<file path="config.mk">
export PLATFORM = sky130hd
export DESIGN_NAME = rtc_bus_sequencer_flat
export DESIGN_NICKNAME = d
export VERILOG_FILES = /design/src/rtl/rtc_bus_sequencer_if.sv /design/src/rtl/rtc_bus_sequencer.sv /design/src/flat_wrapper.sv
export SDC_FILE = /design/constraint.sdc
export NUM_CORES = 1
export LEC_CHECK = 0
export CORE_MARGIN = 4
export CORE_UTILIZATION = 52
export CTS_CLUSTER_DIAMETER = 50
export DETAILED_ROUTE_END_ITERATION = 10
export PLACE_DENSITY = 0.85
export RECOVER_POWER = 50
export SLEW_MARGIN = 20
export SYNTH_ARGS = -nofsm -noshare
export SYNTH_HDL_FRONTEND = slang
export SYNTH_SLANG_ARGS = --single-unit
</file>
<file path="constraint.sdc">
create_clock -name clk -period 3.1 [get_ports clk]
set_clock_uncertainty 0.05 [all_clocks]
set_input_delay 0.62 -clock clk [delete_from_list [all_inputs] [get_ports clk]]
set_output_delay 0.62 -clock clk [all_outputs]
set_load 0.01 [all_outputs]
</file>
<file path="src/rtl/rtc_bus_sequencer_if.sv">
// Request/response handshake plus RTC strobe and AD-bus signals for the bus sequencer.
interface rtc_bus_sequencer_if #(
  parameter int DATA_W = 8
);
  logic              req_valid;
  logic              req_ready;
  logic              req_rw;
  logic [DATA_W-1:0] req_addr;
  logic [DATA_W-1:0] req_wdata;
  logic              mode_rd;
  logic              cs_n;
  logic              rd_n;
  logic              wr_n;
  logic              ad_n;
  logic [DATA_W-1:0] bus_out;
  logic              bus_oe;
  logic [DATA_W-1:0] bus_in;
  logic [DATA_W-1:0] rdata;
  logic              done;
  logic              err_timeout;

  modport slave (
    input  req_valid, req_rw, req_addr, req_wdata, cs_n, rd_n, wr_n, ad_n, bus_in,
    output req_ready, mode_rd, bus_out, bus_oe, rdata, done, err_timeout
  );

  modport master (
    output req_valid, req_rw, req_addr, req_wdata, cs_n, rd_n, wr_n, ad_n, bus_in,
    input  req_ready, mode_rd, bus_out, bus_oe, rdata, done, err_timeout
  );
endinterface

</file>
<file path="src/rtl/rtc_bus_sequencer.sv">
// Drives/samples the RTC multiplexed AD bus in step with the strobe generator's
// CS/RD/WR/AD frames, one single-byte read or write per request.
module rtc_bus_sequencer #(
  parameter int DATA_W  = 8,
  parameter int TIMEOUT = 96
) (
  input  logic                clk,
  input  logic                reset,
  rtc_bus_sequencer_if.slave  bus
);
  localparam int CNT_W = $clog2(TIMEOUT + 1);

  typedef enum logic [2:0] {
    S_IDLE, S_SYNC, S_WAIT_ADDR, S_ADDR, S_WAIT_DATA, S_DATA
  } state_e;

  state_e            state_q, state_d;
  logic [CNT_W-1:0]  cnt_q, cnt_d;
  logic [DATA_W-1:0] addr_q, addr_d;
  logic [DATA_W-1:0] wdata_q, wdata_d;
  logic [DATA_W-1:0] rdata_q, rdata_d;
  logic [DATA_W-1:0] bin_q;
  logic              mode_q, mode_d;
  logic              cs_q, rd_q;

  logic              ready, oe, done, err;
  logic [DATA_W-1:0] out;
  logic              cs_fall, cs_rise, rd_rise, waiting, timeout;

  assign cs_fall = cs_q & ~bus.cs_n;
  assign cs_rise = ~cs_q & bus.cs_n;
  assign rd_rise = ~rd_q & bus.rd_n;
  assign waiting = (state_q == S_SYNC) || (state_q == S_WAIT_ADDR) || (state_q == S_WAIT_DATA);
  assign timeout = waiting && (cnt_q == CNT_W'(TIMEOUT - 1));

  always_ff @(posedge clk) begin
    if (!reset) begin
      state_q <= S_IDLE;
      cnt_q   <= '0;
      addr_q  <= '0;
      wdata_q <= '0;
      rdata_q <= '0;
      mode_q  <= 1'b0;
      bin_q   <= '0;
      cs_q    <= 1'b1;
      rd_q    <= 1'b1;
    end else begin
      state_q <= state_d;
      cnt_q   <= cnt_d;
      addr_q  <= addr_d;
      wdata_q <= wdata_d;
      rdata_q <= rdata_d;
      mode_q  <= mode_d;
      bin_q   <= bus.bus_in;
      cs_q    <= bus.cs_n;
      rd_q    <= bus.rd_n;
    end
  end

  always_comb begin
    state_d = state_q;
    cnt_d   = waiting ? cnt_q + CNT_W'(1) : cnt_q;
    addr_d  = addr_q;
    wdata_d = wdata_q;
    rdata_d = rdata_q;
    mode_d  = mode_q;
    ready   = 1'b0;
    oe      = 1'b0;
    out     = '0;
    done    = 1'b0;
    err     = 1'b0;
    case (state_q)
      S_IDLE: begin
        ready = 1'b1;
        if (bus.req_valid) begin
          addr_d  = bus.req_addr;
          wdata_d = bus.req_wdata;
          mode_d  = bus.req_rw;
          cnt_d   = '0;
          state_d = S_SYNC;
        end
      end
      // Only a fully quiet bus counts as a frame boundary, so a frame in flight is skipped.
      S_SYNC: begin
        if (timeout) begin
          err     = 1'b1;
          state_d = S_IDLE;
        end else if (bus.cs_n && bus.rd_n && bus.wr_n) begin
          state_d = S_WAIT_ADDR;
        end
      end
      S_WAIT_ADDR: begin
        if (cs_fall && !bus.ad_n) begin
          oe      = 1'b1;
          out     = addr_q;
          state_d = S_ADDR;
        end else if (timeout) begin
          err     = 1'b1;
          state_d = S_IDLE;
        end
      end
      S_ADDR: begin
        if (!bus.cs_n && !bus.ad_n) begin
          oe  = 1'b1;
          out = addr_q;
        end
        if (cs_rise) state_d = S_WAIT_DATA;
      end
      S_WAIT_DATA: begin
        if (cs_fall && bus.ad_n) begin
          oe      = ~mode_q;
          out     = mode_q ? '0 : wdata_q;
          state_d = S_DATA;
        end else if (timeout) begin
          err     = 1'b1;
          state_d = S_IDLE;
        end
      end
      S_DATA: begin
        if (!mode_q && !bus.cs_n) begin
          oe  = 1'b1;
          out = wdata_q;
        end
        // bin_q still holds the last bus value seen while rd_n was low.
        if (mode_q && rd_rise) rdata_d = bin_q;
        if (cs_rise) begin
          done    = 1'b1;
          state_d = S_IDLE;
        end
      end
      default: state_d = S_IDLE;
    endcase
  end

  assign bus.req_ready   = ready & reset;
  assign bus.bus_oe      = oe & reset;
  assign bus.bus_out     = reset ? out : '0;
  assign bus.done        = done & reset;
  assign bus.err_timeout = err & reset;
  assign bus.mode_rd     = mode_q;
  assign bus.rdata       = rdata_q;
endmodule

</file>
<file path="src/flat_wrapper.sv">
// flat-port wrapper written by rule: the top's interface ports become plain ports
module rtc_bus_sequencer_flat 
#(
  parameter int DATA_W  = 8,
  parameter int TIMEOUT = 96
)
  (clk, reset, bus_req_valid, bus_req_rw, bus_req_addr, bus_req_wdata, bus_cs_n, bus_rd_n, bus_wr_n, bus_ad_n, bus_bus_in, bus_req_ready, bus_mode_rd, bus_bus_out, bus_bus_oe, bus_rdata, bus_done, bus_err_timeout);
  rtc_bus_sequencer_if #(.DATA_W(DATA_W)) bus_i ();
  input  logic clk;
  input  logic reset;
  input wire logic [$bits(bus_i.req_valid)-1:0] bus_req_valid;
  input wire logic [$bits(bus_i.req_rw)-1:0] bus_req_rw;
  input wire logic [$bits(bus_i.req_addr)-1:0] bus_req_addr;
  input wire logic [$bits(bus_i.req_wdata)-1:0] bus_req_wdata;
  input wire logic [$bits(bus_i.cs_n)-1:0] bus_cs_n;
  input wire logic [$bits(bus_i.rd_n)-1:0] bus_rd_n;
  input wire logic [$bits(bus_i.wr_n)-1:0] bus_wr_n;
  input wire logic [$bits(bus_i.ad_n)-1:0] bus_ad_n;
  input wire logic [$bits(bus_i.bus_in)-1:0] bus_bus_in;
  output wire logic [$bits(bus_i.req_ready)-1:0] bus_req_ready;
  output wire logic [$bits(bus_i.mode_rd)-1:0] bus_mode_rd;
  output wire logic [$bits(bus_i.bus_out)-1:0] bus_bus_out;
  output wire logic [$bits(bus_i.bus_oe)-1:0] bus_bus_oe;
  output wire logic [$bits(bus_i.rdata)-1:0] bus_rdata;
  output wire logic [$bits(bus_i.done)-1:0] bus_done;
  output wire logic [$bits(bus_i.err_timeout)-1:0] bus_err_timeout;
  assign bus_i.req_valid = bus_req_valid;
  assign bus_i.req_rw = bus_req_rw;
  assign bus_i.req_addr = bus_req_addr;
  assign bus_i.req_wdata = bus_req_wdata;
  assign bus_i.cs_n = bus_cs_n;
  assign bus_i.rd_n = bus_rd_n;
  assign bus_i.wr_n = bus_wr_n;
  assign bus_i.ad_n = bus_ad_n;
  assign bus_i.bus_in = bus_bus_in;
  assign bus_req_ready = bus_i.req_ready;
  assign bus_mode_rd = bus_i.mode_rd;
  assign bus_bus_out = bus_i.bus_out;
  assign bus_bus_oe = bus_i.bus_oe;
  assign bus_rdata = bus_i.rdata;
  assign bus_done = bus_i.done;
  assign bus_err_timeout = bus_i.err_timeout;
  rtc_bus_sequencer #(.DATA_W(DATA_W), .TIMEOUT(TIMEOUT)) u_core (.clk(clk), .reset(reset), .bus(bus_i));
endmodule
</file>
==> metrics.md <==
| Metric | Value |
|---|---|
| Status | `finished, final reports clean` |
| First-pass GRT wire length | `7.82 mm` |
| Share of layout cells above drive strength 1 | `under 10%` |
| Crit-path max FO | `9` |
| Diode count | `0` |
| FMAX | `0.331 GHz` |
| Root Driver | `clkbuf_8` |
| Clock sinks | `45` |
| DR pass1 iterations | `4` |
| Pwr/cell area | `461 mW/mm2` |
| Die area | `0.00499 mm2` |
| Cts bufs inserted | `5` |
| Crit. End Element | `output port` |
| Startpoint Class | `input port` |
| Final setup viols | `0` |
| Worst min-delay path class | `reg -> reg` |
| Routed vias/inst | `5.21` |
| #FFs+latches synth | `45` |
| Maximum capacitance violations | `0` |
| Seq/Total Area, Yosys | `44.2%` |
| Critical path data required time | `2.43 ns` |
| Initial core utilization | `between 50% and 60%` |
| Crit path max-delay cell type | `clkdlybuf4s50_1` |
| Die height | `between 70 and 80 um` |
| Max transition margin | `between 2 and 3%` |
| Final net count | `325` |
| Ys Warns | `0` |
| VDD IR max | `347 uV` |
| Routed wire length per instance | `13.6 um` |
| GP Congestion | `0.877` |
| Core area | `0.00372 mm2` |
| Least-Margin Pin Slew | `between 1 and 1.5 ns` |
| IO buf count | `52` |
| Worst-path clk slew | `0.08 ns` |
| Asr flop ratio synth | `0%` |
| Drt first-iter violations | `64` |
| Final instance area | `0.00278 mm2` |
| Final hold vios | `0` |
| Fin crit share | `97.5%` |
| Htree depth | `2` |
| Avg Cell Area, Syn | `between 8 and 9 um2` |
| Pleak | `1.14 nW` |
| CTS tree | `built` |
| # IOs | `53` |
| Worst-path cell chain | `clkdlybuf4s50_1 > clkbuf_1 > nor4_2 > buf_4 > a22oi_1 > nor2_1 > clkdlybuf4s50_1` |
| Die W | `70.6 um` |
| Synth cell types | `39` |
| Syn Inst Count | `roughly 230` |
| Later-pin clock latency in the skew report | `0.29 ns` |
| Total gr overflow | `0` |
| CTS hold repair buffers | `0` |
| Total GRT Usage | `19.4%` |
| Total setup buffers inserted after CTS | `0` |
| Post-layout utilization of the core | `74.7%` |
| Slew Limit Fails | `0` |
| Final wirelength | `4.63 mm` |
| DRC violation count after routing | `0` |
| DP Area | `0.00266 mm2` |
| Syn Nets | `267` |
| Top cell by count, worst path | `clkdlybuf4s50_1` |
| Mapped Area | `0.00204 mm2` |
| Tmin final | `3.02 ns` |
| DRT antenna net count | `0` |
| Maximum clock path buffer count | `2` |
| Initial antenna violation count | `0` |
| Via count | `between 1500 and 2000` |
| Critical Path AT | `between 2 and 2.5 ns` |
| RSZ-0062 raised after global routing | `no` |
| Setup CP Type | `in -> out` |
| Layout area overhead | `36.3%` |
| Post-synth top flop | `dfxtp_1` |
| Vias in the first global route | `1745` |
| Post-DP HPWL | `3.49 mm` |
| Post-synth EDFFs | `0` |
| CP max stage delay | `0.54 ns` |
| Largest net degree at the start of global routing | `18` |
| Rows | `22` |
per-layer routing:
layer  routed length [um]  vias up  track usage [%]
li1                     -      914                -
met1                 2010      800             24.5
met2                 2240       52             32.2
met3                  273        9             5.82
met4                   93        0             5.43
met5                    0        -                0
per-stage QoR:
step | cells | setup TNS, ns | setup slack [ns] | hold slack (ns) | power [mW]
2_1_floorplan | 234 | 0 | 0.611 | 0.393 | 0.705
3_3_place_gp | 333 | -0.228 | -0.0667 | 0.401 | 0.772
3_5_place_dp | 333 | -0.300 | -0.0681 | 0.408 | 0.776
4_1_cts | 341 | 0 | 0.0375 | 0.420 | 1.29
5_1_grt | 341 | 0 | 0.0199 | 0.441 | 1.33
6_report | 341 | 0 | 0.0775 | 0.421 | 1.28
power breakdown:
group          internal, mW  leakage (nW)  switching (mW)
registers             0.603         0.369          0.0184
logic                0.0739         0.700          0.0635
clock network         0.324        0.0687           0.197
total                  1.00          1.14           0.279
placed cells by master, fill, tap and decap left out, types with 6 or more instances in the layout:
cell,Yosys,layout
dfxtp_1,45,44
nand2_1,44,43
clkdlybuf4s50_1,0,32
nor2_1,20,20
a21boi_0,17,17
nor2b_1,10,10
mux2i_1,10,10
dlygate4sd3_1,0,10
a22oi_1,8,8
dlymetal6s2s_1,0,8
nand2b_1,7,7
and2_1,10,7
xnor2_1,6,6
flip-flops by register name, indices dropped and copies added, names as in the netlist:
name,count
u_core.state_q,3
u_core.cnt_q,7
u_core.bin_q,8
u_core.bus.rdata,8
u_core.addr_q,8
u_core.cs_q,1
u_core.rd_q,1
u_core.bus.mode_rd,1
u_core.wdata_q,8
cells by family (layout without fill, tap and decap cells):
group	Yosys count	in the layout	synth area share (%)
simple gates	113	113	28.0
flops	45	45	44.2
compound gates	43	43	16.5
buf+inv	15	74	2.82
mux	10	10	4.91
xor+xnor	7	7	3.01
fa+ha+maj	1	1	0.614
worst paths after layout:
check	slack [ns]	from	end	cells past startpoint
worst max register to register	0.71	u_core.state_q[0]	u_core.bus.rdata[4]	4
worst min-delay path	0.42	u_core.wdata_q[2]	u_core.wdata_q[2]	2
worst max-delay path	0.08	bus_ad_n	bus_bus_out[5]	7
worst min register to register	0.42	u_core.wdata_q[2]	u_core.wdata_q[2]	2
worst max-delay path, delay by kind of cell:
family,cells,cell delay (ns)
buffers and inverters,4,1.32
and+or+nand+nor,2,0.33
AOI/OAI and AO/OA,1,0.08
synthesized netlist by cell type (2+ instances only):
cell,instances,share of area (%)
a2111oi_2,3,2.2
a211oi_1,2,0.74
a21boi_0,17,6.3
a21oi_1,5,1.2
a22oi_1,8,2.9
and2_1,10,3.1
clkbuf_1,11,2.0
dfxtp_1,45,44
inv_1,3,0.55
mux2i_1,10,4.9
nand2_1,44,8.1
nand2b_1,7,2.1
nand3_1,5,1.2
nand4_1,2,0.61
nor2_1,20,3.7
nor2b_1,10,3.1
nor3_1,4,0.98
nor4_2,2,1.2
xnor2_1,6,2.6
what timing repair did:
item	in CTS	in global routing
pin swaps	0	0
resized for setup	2	10
setup endpoints to repair	10	9
final cells by class:
cell class                      instances  area, um2
Clock buffer                            5       68.8
Clock inverter                          3       68.8
Fill cell                             294        938
Inverter                                3       11.3
Multi-Input combinational cell        174       1060
Sequential cell                        45        902
Tap cell                               48       60.1
Timing Repair Buffer                   63        602
(Power assumes the default switching activity.)
